[config.mk]
export PLATFORM = sky130hd
export DESIGN_NAME = div_sequencer
export DESIGN_NICKNAME = d
export VERILOG_FILES = /design/src/rtl/div_sequencer.sv
export SDC_FILE = /design/constraint.sdc
export NUM_CORES = 1
export LEC_CHECK = 0
export ABC_CLOCK_PERIOD_IN_PS = 8000
export CORE_MARGIN = 3
export CORE_UTILIZATION = 36
export CTS_CLUSTER_DIAMETER = 100
export CTS_CLUSTER_SIZE = 24
export DETAILED_ROUTE_END_ITERATION = 6
export RECOVER_POWER = 25
export SLEW_MARGIN = 20
export SYNTH_ARGS = -nofsm -noshare
export SYNTH_HDL_FRONTEND = slang
export SYNTH_SLANG_ARGS = --single-unit
[constraint.sdc]
create_clock -name clk -period 8 [get_ports clk]
set_input_delay 1.6 -clock clk [delete_from_list [all_inputs] [get_ports clk]]
set_output_delay 1.6 -clock clk [all_outputs]
set_load 0.02 [all_outputs]
[src/rtl/div_sequencer.sv]
// div_sequencer: multi-cycle restoring divider for DIV/DIVU in the execute stage.
// A request is accepted in IDLE, then the FSM runs 32 shift/subtract steps,
// applies the sign fix-up, and pulses result_ready for one cycle in DONE.
// A zero divisor short-circuits through DIVZERO and yields an all-zero result.
//
// Ports:
//   clk          system clock, rising edge
//   resetn       asynchronous active-low reset
//   div_valid    execute-stage instruction is DIV/DIVU (held while stalled)
//   signed_div   1 = DIV (signed), 0 = DIVU; sampled with div_valid
//   opdata1      dividend (rs)
//   opdata2      divisor (rt)
//   annul        pipeline flush; cancels a pending request or operation
//   stall_div    hold the instruction in execute (combinational)
//   result       {remainder -> HI, quotient -> LO}, registered
//   result_ready one-cycle HI/LO write enable (combinational from DONE)

module div_sequencer (
    input  logic        clk,
    input  logic        resetn,
    input  logic        div_valid,
    input  logic        signed_div,
    input  logic [31:0] opdata1,
    input  logic [31:0] opdata2,
    input  logic        annul,
    output logic        stall_div,
    output logic [63:0] result,
    output logic        result_ready
);

    localparam int unsigned DW = 32;
    localparam int unsigned CW = 5;

    typedef enum logic [1:0] {
        S_IDLE    = 2'd0,
        S_RUN     = 2'd1,
        S_DIVZERO = 2'd2,
        S_DONE    = 2'd3
    } state_t;

    state_t            state;
    state_t            state_nxt;

    logic [DW-1:0]     r_q;
    logic [DW-1:0]     q_q;
    logic [DW-1:0]     b_q;
    logic              sa_q;
    logic              sb_q;
    logic [CW-1:0]     cnt_q;
    logic [2*DW-1:0]   result_q;

    logic              accept;
    logic              last_step;
    logic              sa_in;
    logic              sb_in;
    logic [DW-1:0]     mag_a;
    logic [DW-1:0]     mag_b;
    logic [DW:0]       r_shift;
    logic              qbit;
    logic [DW-1:0]     r_step;
    logic [DW-1:0]     q_step;
    logic [DW-1:0]     quot_fix;
    logic [DW-1:0]     rem_fix;

    // Request acceptance and operand magnitudes
    always_comb begin
        accept = (state == S_IDLE) && div_valid && !annul;
        sa_in  = signed_div & opdata1[DW-1];
        sb_in  = signed_div & opdata2[DW-1];
        mag_a  = sa_in ? (DW'(0) - opdata1) : opdata1;
        mag_b  = sb_in ? (DW'(0) - opdata2) : opdata2;
    end

    // One restoring step plus sign fix-up of that step's outcome.
    // The partial remainder always stays below the divisor, so 32 bits hold it;
    // only the shifted value needs the extra bit for the compare.
    always_comb begin
        last_step = (cnt_q == CW'(DW - 1));
        r_shift   = {r_q, q_q[DW-1]};
        qbit      = (r_shift >= {1'b0, b_q});
        r_step    = qbit ? DW'(r_shift - {1'b0, b_q}) : r_shift[DW-1:0];
        q_step    = {q_q[DW-2:0], qbit};
        quot_fix  = (sa_q ^ sb_q) ? (DW'(0) - q_step) : q_step;
        rem_fix   = sa_q ? (DW'(0) - r_step) : r_step;
    end

    // State register
    always_ff @(posedge clk or negedge resetn) begin
        if (!resetn) begin
            state <= S_IDLE;
        end else begin
            state <= state_nxt;
        end
    end

    // Next-state logic
    always_comb begin
        state_nxt = state;
        case (state)
            S_IDLE: begin
                if (accept) begin
                    state_nxt = (opdata2 == '0) ? S_DIVZERO : S_RUN;
                end
            end
            S_RUN: begin
                if (annul) begin
                    state_nxt = S_IDLE;
                end else if (last_step) begin
                    state_nxt = S_DONE;
                end
            end
            S_DIVZERO: begin
                state_nxt = annul ? S_IDLE : S_DONE;
            end
            S_DONE: begin
                state_nxt = S_IDLE;
            end
            default: begin
                state_nxt = S_IDLE;
            end
        endcase
    end

    // Datapath: operand latch, iteration, and result capture on entry to DONE
    always_ff @(posedge clk or negedge resetn) begin
        if (!resetn) begin
            r_q      <= '0;
            q_q      <= '0;
            b_q      <= '0;
            sa_q     <= 1'b0;
            sb_q     <= 1'b0;
            cnt_q    <= '0;
            result_q <= '0;
        end else begin
            case (state)
                S_IDLE: begin
                    if (accept) begin
                        sa_q  <= sa_in;
                        sb_q  <= sb_in;
                        b_q   <= mag_b;
                        q_q   <= mag_a;
                        r_q   <= '0;
                        cnt_q <= '0;
                    end
                end
                S_RUN: begin
                    if (!annul) begin
                        r_q <= r_step;
                        q_q <= q_step;
                        if (last_step) begin
                            result_q <= {rem_fix, quot_fix};
                        end else begin
                            cnt_q <= cnt_q + CW'(1);
                        end
                    end
                end
                S_DIVZERO: begin
                    if (!annul) begin
                        result_q <= '0;
                    end
                end
                default: begin
                end
            endcase
        end
    end

    // Stall drops in the annul cycle itself so the flush is not held back
    always_comb begin
        stall_div    = accept
                     || ((state == S_RUN) && !annul)
                     || ((state == S_DIVZERO) && !annul);
        result_ready = (state == S_DONE) && !annul;
        result       = result_q;
    end

endmodule

==> flow_summary.rst, run 1 <==
.. list-table::
   :header-rows: 1

   * - Metric
     - Value
   * - Number of remaining DRC errors
     - 0
   * - Antenna violations before repair
     - 0
   * - Number of buffers added to fix hold violations after cts
     - 0
   * - Simple-gate portion of the synthesized area
     - 19.49%
   * - Final ANT Viol Nets
     - 0
   * - Proportion of layout cells with a drive suffix above 1
     - 4.425%
   * - Avg Synthesized Cell Area
     - a little over 8 um^2
   * - Run status
     - finished, violations left
   * - Worst Hold Path EP
     - result[1]
   * - Cells after Synth
     - 1489
   * - Reg clk slew, reported paths
     - 70 ps
   * - Die area
     - about 36000 um^2
   * - Number of global-route vias before repair
     - between 10000 and 15000
   * - CP endpoint kind
     - asynchronous set/reset pin
   * - Largest net degree at the start of global routing
     - 71
   * - Compound-Gate Fraction of Synth Area
     - 24.26%
   * - Post-CTS Setup Inserts
     - 0
   * - TNS Setup
     - 0 ps
   * - Startpoint types
     - input pin
   * - Std-Cell Core Area
     - around 33000 um^2
   * - Yosys warns
     - 0
   * - Ratio of routed vias to standard cells
     - 5.536
   * - Most common library cell in the layout ignoring fill and taps
     - nand2_1
   * - Total via count after detailed routing
     - 11200
   * - Tightest slew margin relative to the limit
     - -168.8%
   * - Synthesized Nets
     - 1601
   * - Number of enable flip-flop cells after synthesis
     - 0
   * - List of cells traversed by the critical path
     - clkbuf_1 -> clkbuf_2
   * - Horizontal extent of the die
     - 189.1 um
   * - DRC violation total after the first TritonRoute iteration
     - 805
   * - Hold Fails Final Rpt
     - 0
   * - Number of failing setup endpoints in the final timing report
     - 0
   * - Post-layout nets
     - 1682
   * - Gate family responsible for the most delay along the worst path
     - buffers and inverters
   * - Cell taking the most area after synthesis
     - dfrtp_1
   * - Data required time at the worst endpoint
     - 8340 ps
   * - Share of synthesized area spent on multiplexers
     - 1.825%
   * - RSZ-0062 raised after global routing
     - no
   * - Maxcap violations
     - 1
   * - Clock latency of the later-clocked register in the worst-skew pair
     - 450 ps
   * - Period utilisation layout
     - about 68%
   * - Reg2Reg Launch Point
     - r_q[19]
   * - Commonest non-fill, non-tap cells in the layout
     - nand2_1 (246), o21ai_0 (184), dfrtp_1 (169)
   * - FFs w/ async S/R, synth
     - 100.0%
   * - Biggest fanout along the worst timing path
     - 68
   * - CTS tree
     - yes
   * - Wire length of the first global-routing pass
     - 61.22 mm
   * - Final standard cell utilization of the core
     - 43.45%
   * - Maximum single-stage delay on the critical path
     - 2770 ps
   * - Total CTS buffers
     - 17
   * - Final Hold Slack
     - about 480 ps
   * - Endpoint of the most critical register-to-register path
     - result[52]
   * - Number of pins with negative max-slew slack in the final report
     - 69
   * - Clock Root Buffer
     - clkbuf_16
   * - Maximum level of the CTS H-tree
     - 4
   * - Dominant combinational cell family by area after synthesis
     - compound AO/OA/AOI/OAI gates
   * - Max frequency
     - 0.1852 GHz
   * - Sequential share of the synthesized area
     - 35.04%
   * - Register-to-register setup slack
     - 2920 ps
   * - Worst path buffer plus inverter count
     - 2
   * - Count of instances resized after the clock tree is built
     - 0
   * - Total wire length after detailed routing
     - 38.74 mm
   * - Failing checks
     - capacitance limit, slew limit
   * - Placement Cell Area
     - 13680 um^2
   * - Main synth FF type
     - dfrtp_1
   * - CP max stage cell
     - clkbuf_1
   * - Worst hold path depth
     - 2
   * - Summed area of non-filler cells in the final layout
     - 14250 um^2
   * - I/O pin total
     - approximately 140
   * - DIE HEIGHT
     - ~190 um
   * - Hpwl dp
     - roughly 30 mm
   * - Share of synthesized cell area in full adder, half adder and majority cells
     - 4.520%
   * - Crit path arrival time
     - 5740 ps
   * - Largest cells by area after synthesis
     - dfrtp_1 (35%), nand2_1 (7.7%), o21ai_0 (7.6%)
   * - Overall fraction of global-route tracks in use
     - 21.54%
   * - Worst clock skew
     - 27.50 ps
   * - Hold WC Path Type
     - reg2reg
   * - CP startpoint
     - resetn
   * - Post-synthesis instance area
     - approximately 12000 um^2
   * - Final weighted congestion of routability-driven global placement
     - 0.9255
   * - Antenna Diode Count
     - 0
   * - Number of fill cells
     - ~3300
   * - Number of cells on the worst reg-to-reg path
     - 17
   * - Hold Startpoint
     - result[1]
   * - Synth-to-Final Area Change
     - 18.04%
   * - Overall overflow remaining after global route
     - 0
   * - Seq cells post-synth
     - 169
   * - Placement row count
     - 66
   * - Least-Margin Pin Slew
     - 4032 ps
   * - Time the worst path needs with I/O delays and setup
     - 5400 ps
   * - Count of different cell masters after synthesis
     - 79
   * - Port-buffer cells
     - between 100 and 150
   * - Clock Sink Count
     - 169
   * - Pre-antenna DRT Iters
     - 5
   * - Wirelength per Cell
     - 19.14 um
   * - Area share of the leading cell type in the synthesized netlist
     - 35.04%
   * - Starting density of the core
     - 36.81%
   * - CTS Buffer Depth
     - 2
   * - Critical path start-end classification
     - in2async
   * - XOR/XNOR Fraction of Synth Area
     - 10.09%
==> layer usage <==
metal / track usage [%] / part of all wire (%) / vias to the layer above
li1: - / - / 5455
met1: 31.38 / 48 / 5381
met2: 33.90 / 45 / 332
met3: 3.036 / 5.0 / 36
met4: 5.070 / 1.5 / 0
met5: 0 / 0 / -
==> cell families after synthesis <==
family / Yosys count
AO/OA/AOI/OAI: 473
XOR/XNOR: 139
adder cells (fa/ha/maj): 43
buffers and inverters: 137
flip-flops: 169
multiplexers: 22
AND/OR/NAND/NOR: 506
==> area by class of cell <==
cell class,instances,area [um^2],share of cell area [%]
Inverter,53,198.9,1.396
Timing Repair Buffer,146,1423,9.986
Tap cell,442,553.0,3.882
Sequential cell,169,4229,29.69
Multi-Input combinational cell,1183,7267,51.01
Clock buffer,17,425.4,2.986
Clock inverter,14,150.1,1.054
==> synthesized netlist by cell type (all sizes together), types with 5 or more instances <==
cell,number
a21oi,107
buf,29
xor2,70
a211oi,9
a21o,10
o211ai,18
a22oi,12
mux2i,22
or3,21
ha,42
or4,12
o31ai,24
o21ai,213
nand3,13
nor3,30
a22o,9
o21a,9
nor4,19
a221oi,5
o41ai,11
nor2,93
and2,15
dfrtp,169
nand2b,8
and3,8
clkbuf,55
a31oi,13
xnor2,69
nand3b,5
inv,53
o31a,6
nand2,247
nand4,14
==> worst min-delay path, delay by kind of cell, from the launching register on <==
family	cells	cell delay [ps]
compound gates	1	60
flops	1	340
simple gates	1	40
==> registers in the layout, summed over array words and instances (netlist names) <==
name	count
q_q	32
result	64
cnt_q	5
b_q	32
sa_q	1
state	2
sb_q	1
r_q	32
==> how the worst max path moves through the flow <==
stage / end / depth (start not counted)
after CTS: stall_div / 5
final: b_q[21] / 2
after global routing: b_q[22] / 2
after floorplan: stall_div / 5
after detailed placement: stall_div / 5
after global placement: stall_div / 5
==> metrics by stage <==
step	std cells	worst slack [ps]
2_1_floorplan	1489	3535
3_3_place_gp	1993	2719
3_5_place_dp	1993	2774
4_1_cts	2024	2751
5_1_grt	2024	1752
6_report	2024	2600
Power of run 1 is not shown: default switching activity piles up to over one toggle a cycle in this logic, so the estimate is an artifact.
==> inputs of run 2 (changes only) <==
- ABC_CLOCK_PERIOD_IN_PS: 8000 -> 4820
- clock period: 8 -> 4.82 ns (I/O delays scaled with it)
==> run 2 against run 1 <==
  * Critical endpoint is now result[60]
  * The flow still finishes with violations (capacitance limit, slew limit)
  * Critical path depth rose by 15
  * Highest routed layer unchanged
  * Register-to-register slack got worse by 2500 ps
  * Critical path type is now reg2reg
  * Via count rose by 0.37%
==> flow_summary.rst, run 2 (same netlist as run 1, synthesis figures left out) <==
.. list-table::
   :header-rows: 1

   * - Metric
     - Value
   * - Horizontal extent of the die
     - 189.1 um (unchanged)
   * - Least-Margin Pin Slew
     - 2339 ps (-1693 ps)
   * - Total wire length after detailed routing
     - 38.45 mm (-0.76%)
   * - Commonest non-fill, non-tap cells in the layout
     - nand2_1 (246), o21ai_0 (184), dfrtp_1 (169)
   * - Antenna Diode Count
     - 0 (unchanged)
   * - Worst clock skew
     - 18.61 ps (-8.894 ps)
   * - Tightest slew margin relative to the limit
     - -55.92% (+110 points)
   * - Max frequency
     - approximately 0.23 GHz
   * - I/O pin total
     - 135 (unchanged)
   * - Clock latency of the later-clocked register in the worst-skew pair
     - 450 ps (about the same)
   * - Final weighted congestion of routability-driven global placement
     - 0.9270 (+0.16%)
   * - Hold WC Path Type
     - reg2reg
   * - Reg clk slew, reported paths
     - 80 ps (about the same)
   * - Maximum level of the CTS H-tree
     - 4 (unchanged)
   * - Number of global-route vias before repair
     - 10850 (+1.7%)
   * - Overall fraction of global-route tracks in use
     - 21.51% (-0.032 points)
   * - Die area
     - 35760 um^2 (unchanged)
   * - Final standard cell utilization of the core
     - 43.71% (+0.26 points)
   * - CTS tree
     - yes
   * - Startpoint types
     - register
   * - Number of remaining DRC errors
     - 0 (unchanged)
   * - Largest net degree at the start of global routing
     - 90 (+27%)
   * - Clock Root Buffer
     - clkbuf_16
   * - Hold Fails Final Rpt
     - 0 (unchanged)
   * - Ratio of routed vias to standard cells
     - 5.534 (about the same)
   * - Port-buffer cells
     - 134 (unchanged)
   * - CTS Buffer Depth
     - 2 (unchanged)
   * - Hpwl dp
     - 29.64 mm (about the same)
   * - Total via count after detailed routing
     - 11250 (+0.37%)
   * - Crit path arrival time
     - 4730 ps (-1010 ps)
   * - Final ANT Viol Nets
     - 0 (unchanged)
   * - Number of fill cells
     - 3289 (-0.75%)
   * - Period utilisation layout
     - 91.60%
   * - Data required time at the worst endpoint
     - 5130 ps (-3210 ps)
   * - Biggest fanout along the worst timing path
     - 8 (-88%)
   * - CP endpoint kind
     - register
   * - Total CTS buffers
     - 17 (unchanged)
   * - Starting density of the core
     - 36.81% (unchanged)
   * - Flip-flop count of the largest register after layout
     - 64 (unchanged)
   * - Post-layout nets
     - 1689 (+0.42%)
   * - DRC violation total after the first TritonRoute iteration
     - 980 (+22%)
   * - Number of buffers added to fix hold violations after cts
     - 0 (unchanged)
   * - Overall overflow remaining after global route
     - 0 (unchanged)
   * - Run status
     - finished, violations left
   * - Critical path start-end classification
     - reg2reg
   * - Clock Sink Count
     - 169 (unchanged)
   * - Number of pins with negative max-slew slack in the final report
     - 89 (+29%)
   * - Wirelength per Cell
     - 18.92 um (-1.2%)
   * - Placement row count
     - 66 (unchanged)
   * - Failing checks
     - capacitance limit, slew limit
   * - Number of failing setup endpoints in the final timing report
     - 0 (unchanged)
   * - Wire length of the first global-routing pass
     - 61.41 mm (+0.31%)
   * - Proportion of layout cells with a drive suffix above 1
     - 5.031% (+0.61 points)
   * - Most common library cell in the layout ignoring fill and taps
     - nand2_1
   * - RSZ-0062 raised after global routing
     - no
   * - Synth-to-Final Area Change
     - 18.74%
   * - Time the worst path needs with I/O delays and setup
     - 4415 ps
   * - Antenna violations before repair
     - 0 (unchanged)
   * - TNS Setup
     - 0 ps (unchanged)
   * - Std-Cell Core Area
     - 32780 um^2 (unchanged)
   * - Pre-antenna DRT Iters
     - 6 (+1)
   * - DIE HEIGHT
     - 189.1 um (unchanged)
   * - Maxcap violations
     - 1 (unchanged)
[run 2: worst max-delay path: stages (launching register included)]
cell     delay [ps]
dfrtp_1         450
ha_1            420
a21oi_1         230
o21ai_0         250
a221o_1         370
o21ai_1         260
nand2_2         200
inv_2           130
mux2i_1         290
ha_1            250
nand2_1         110
or3_1           370
nor3_1          210
o21a_1          200
nand2_1         110
o21ai_1         180
xor2_1          170
o21ai_1          70
[run 2: per-layer routing]
| metal | up-vias | global-route usage, % | wire, um |
|---|---|---|---|
| met4 | 0 | 5.471 | 684 |
| li1 | 5481 | - | - |
| met2 | 352 | 32.98 | 17140 |
| met1 | 5359 | 31.33 | 18080 |
| met5 | - | 0 | 0 |
| met3 | 53 | 3.925 | 2545 |
[run 2: worst paths after layout]
check                           from  cells after the start          to  slack, ps
max reg2reg                  r_q[13]                     17  result[60]        400
min reg2reg                result[5]                      2   result[5]        480
min in group asynchronous     resetn                      1  result[12]       1230
min                        result[5]                      2   result[5]        480
max                          r_q[13]                     17  result[60]        400
max in group asynchronous     resetn                      2     b_q[22]       2210
[run 2: what timing repair did]
action | 4_1_cts | 5_1_grt
setup buffers | 0 | 0
setup endpoints to repair | 0 | 1
gates resized for setup | 0 | 1
[run 2: per-stage QoR]
| step | std cells | setup slack, ps | instance area, um^2 | hold slack (ps) |
|---|---|---|---|---|
| after floorplan | 1489 | 535.7 | 12070 | 449.8 |
| after global placement | 2000 | 590.4 | 13750 | 464.2 |
| after detailed placement | 2000 | 466.6 | 13750 | 469.4 |
| after CTS | 2032 | 440.1 | 14330 | 485.4 |
| after global routing | 2032 | 18.55 | 14330 | 505.3 |
| final | 2032 | 404.8 | 14330 | 479.4 |
[run 2: layout make-up]
| type | instances | area, um^2 | area share (%) |
|---|---|---|---|
| multi-input cells | 1183 | 7271 | 50.73 |
| flip-flops and latches | 169 | 4229 | 29.51 |
| repair buffers | 153 | 1491 | 10.41 |
| well taps | 442 | 553.0 | 3.859 |
| clock buffers | 18 | 439.2 | 3.064 |
| inverters | 53 | 198.9 | 1.388 |
| clock inverters | 14 | 148.9 | 1.039 |
Power of run 2 is left out for the same reason.
==> inputs of run 3 (changes only) <==
- CORE_ASPECT_RATIO: unset -> 1.1
- CTS_CLUSTER_DIAMETER: 100 -> unset
==> run 3 against run 2 <==
  * The flow still finishes with violations (capacitance limit, slew limit)
  * Critical path depth decreased by 1
  * Count of clock-buffer cells in the layout shrank 1
  * Global-route usage fell by 0.58 points
  * First-iteration DRC count decreased by 18%
  * Maximum frequency fell by 1.9%
  * Die area about the same
  * Final cell count is 0.49% lower
  * Critical endpoint is now result[52]
==> flow_summary.rst, run 3 (same netlist as run 1, synthesis figures left out) <==
.. list-table::
   :header-rows: 1

   * - Metric
     - Value
   * - Horizontal extent of the die
     - 180.6 um (-4.5%)
   * - Total via count after detailed routing
     - 11130 (-1.0%)
   * - Largest net degree at the start of global routing
     - 104 (+16%)
   * - Number of fill cells
     - 3273 (-0.49%)
   * - GRT busiest layer
     - met2
   * - I/O pin total
     - 135 (unchanged)
   * - Maxcap violations
     - 2 (+1)
   * - Ratio of routed vias to standard cells
     - 5.504 (-0.54%)
   * - Failing checks
     - capacitance limit, slew limit
   * - Hold WC Path Type
     - reg2reg
   * - Max frequency
     - 0.2223 GHz (-1.9%)
   * - Data required time at the worst endpoint
     - 5140 ps (about the same)
   * - Synth-to-Final Area Change
     - 18.88%
   * - Worst clock skew
     - 12.72 ps (-5.888 ps)
   * - DIE HEIGHT
     - 198.0 um (+4.7%)
   * - Clock Root Buffer
     - clkbuf_16
   * - Pre-antenna DRT Iters
     - 5 (-1)
   * - Port-buffer cells
     - 134 (unchanged)
   * - Time the worst path needs with I/O delays and setup
     - 4499 ps (+83.67 ps)
   * - Run status
     - finished, violations left
   * - Critical path start-end classification
     - reg2reg
   * - Wirelength per Cell
     - 18.58 um (-1.8%)
   * - Worst hold path depth
     - 2 (unchanged)
   * - Placement row count
     - 69 (+4.5%)
   * - Reg2Reg Launch Point
     - r_q[19]
   * - Overall fraction of global-route tracks in use
     - 20.94% (-0.58 points)
   * - Total wire length after detailed routing
     - 37.57 mm (-2.3%)
   * - Maximum level of the CTS H-tree
     - 4 (unchanged)
   * - Crit path arrival time
     - 4820 ps (+90 ps)
   * - RSZ-0062 raised after global routing
     - no
   * - Least-Margin Pin Slew
     - 2040 ps (-298.5 ps)
   * - Clock latency of the later-clocked register in the worst-skew pair
     - 450 ps (about the same)
   * - Total CTS buffers
     - 17 (unchanged)
   * - Startpoint types
     - register
   * - Wire length of the first global-routing pass
     - 60.02 mm (-2.3%)
   * - TNS Setup
     - 0 ps (unchanged)
   * - Die area
     - 35760 um^2 (about the same)
   * - Worst Hold Path EP
     - b_q[8]
   * - Overall overflow remaining after global route
     - 0 (unchanged)
   * - Count of instances resized after the clock tree is built
     - 0 (unchanged)
   * - Post-CTS Setup Inserts
     - 0 (unchanged)
   * - Flip-flop count of the largest register after layout
     - 64 (unchanged)
   * - Starting density of the core
     - 36.89% (+0.072 points)
   * - Reg clk slew, reported paths
     - 80 ps (about the same)
   * - DRC violation total after the first TritonRoute iteration
     - 802 (-18%)
   * - Grt met3 use
     - 2.737% (-1.2 points)
   * - Hold Fails Final Rpt
     - 0 (unchanged)
   * - Met1 track demand over resource
     - 27.53% (-3.8 points)
   * - Number of global-route vias before repair
     - 10810 (-0.41%)
   * - Endpoint of the most critical register-to-register path
     - result[52]
   * - Clock Sink Count
     - 169 (unchanged)
   * - Biggest fanout along the worst timing path
     - 12 (+4)
   * - Number of pins with negative max-slew slack in the final report
     - 106 (+19%)
   * - Std-Cell Core Area
     - 32720 um^2 (-0.19%)
   * - Hpwl dp
     - 29.13 mm (-1.7%)
   * - Commonest non-fill, non-tap cells in the layout
     - nand2_1 (246), o21ai_0 (184), dfrtp_1 (169)
   * - CTS tree
     - yes
   * - Post-layout nets
     - 1695 (+0.36%)
   * - Final weighted congestion of routability-driven global placement
     - 0.9438 (+1.8%)
   * - Final ANT Viol Nets
     - 0 (unchanged)
   * - CP endpoint kind
     - register
   * - Number of buffers added to fix hold violations after cts
     - 0 (unchanged)
   * - Number of remaining DRC errors
     - 0 (unchanged)
   * - Antenna violations before repair
     - 0 (unchanged)
   * - Most common library cell in the layout ignoring fill and taps
     - nand2_1
   * - Hold Startpoint
     - b_q[8]
   * - Proportion of layout cells with a drive suffix above 1
     - 5.263% (+0.23 points)
   * - Antenna Diode Count
     - 0 (unchanged)
   * - Tightest slew margin relative to the limit
     - -36.02% (+20 points)
   * - Period utilisation layout
     - 93.34% (+1.7 points)
   * - Number of cells on the worst reg-to-reg path
     - 16 (-1)
   * - Register-to-register setup slack
     - 320 ps (-80 ps)
   * - Number of failing setup endpoints in the final timing report
     - 0 (unchanged)
   * - CTS Buffer Depth
     - 2 (unchanged)
   * - Met2 Track Usage GR
     - 35.58% (+2.6 points)
run 3: how the worst max path moves through the flow:
| stage | startpoint | end | depth (start not counted) |
|---|---|---|---|
| 3_3_place_gp | r_q[19] | result[52] | 16 |
| 3_5_place_dp | r_q[19] | result[52] | 16 |
| 6_report | r_q[19] | result[52] | 16 |
| 5_1_grt | r_q[19] | result[52] | 16 |
| 4_1_cts | r_q[19] | result[52] | 16 |
| 2_1_floorplan | r_q[11] | result[60] | 21 |
run 3: metal layers:
layer | part of all wire [%] | vias to the layer above
li1 | - | 5491
met1 | 44 | 5314
met2 | 49 | 264
met3 | 3.9 | 60
met4 | 3.0 | 0
met5 | 0 | -
run 3: metrics by stage:
step / area [um^2] / setup WS (ps) / std cells / hold WS [ps] / util [%]
floorplan: 12070 / 535.7 / 1489 / 449.8 / -
global placement: 13750 / 489.0 / 1989 / 464.8 / 42.03
detailed placement: 13750 / 397.7 / 1989 / 471.9 / 42.03
CTS: 14350 / 372.5 / 2021 / 487.6 / 43.86
global route: 14350 / 14.37 / 2022 / 502.3 / 43.85
finish: 14350 / 321.2 / 2022 / 481.9 / 43.85
run 3: final cells by class:
cell class                 count  area (um^2)  area share (%)
clock buffer                  17        425.4           2.965
clock inverter                15        176.4           1.230
inverter                      53        198.9           1.387
multi-input combinational   1183         7267           50.65
sequential                   169         4229           29.48
tap                          426        533.0           3.715
timing repair buffer         159         1518           10.58
run 3: worst max-delay path, cell delays in order (launching register included):
cell and delay, ps:
dfrtp_1 430, ha_1 460, a21oi_1 320, o21ai_1 220, a2111oi_4 370, o211a_1 250, nand2_2 120, inv_2 150
mux2i_1 300, ha_1 230, nand2_1 120, or3_1 370, nor3_1 300, o21ai_0 210, o31ai_1 290, xnor2_1 150
o21ai_1 70
Power of run 3 is left out for the same reason.
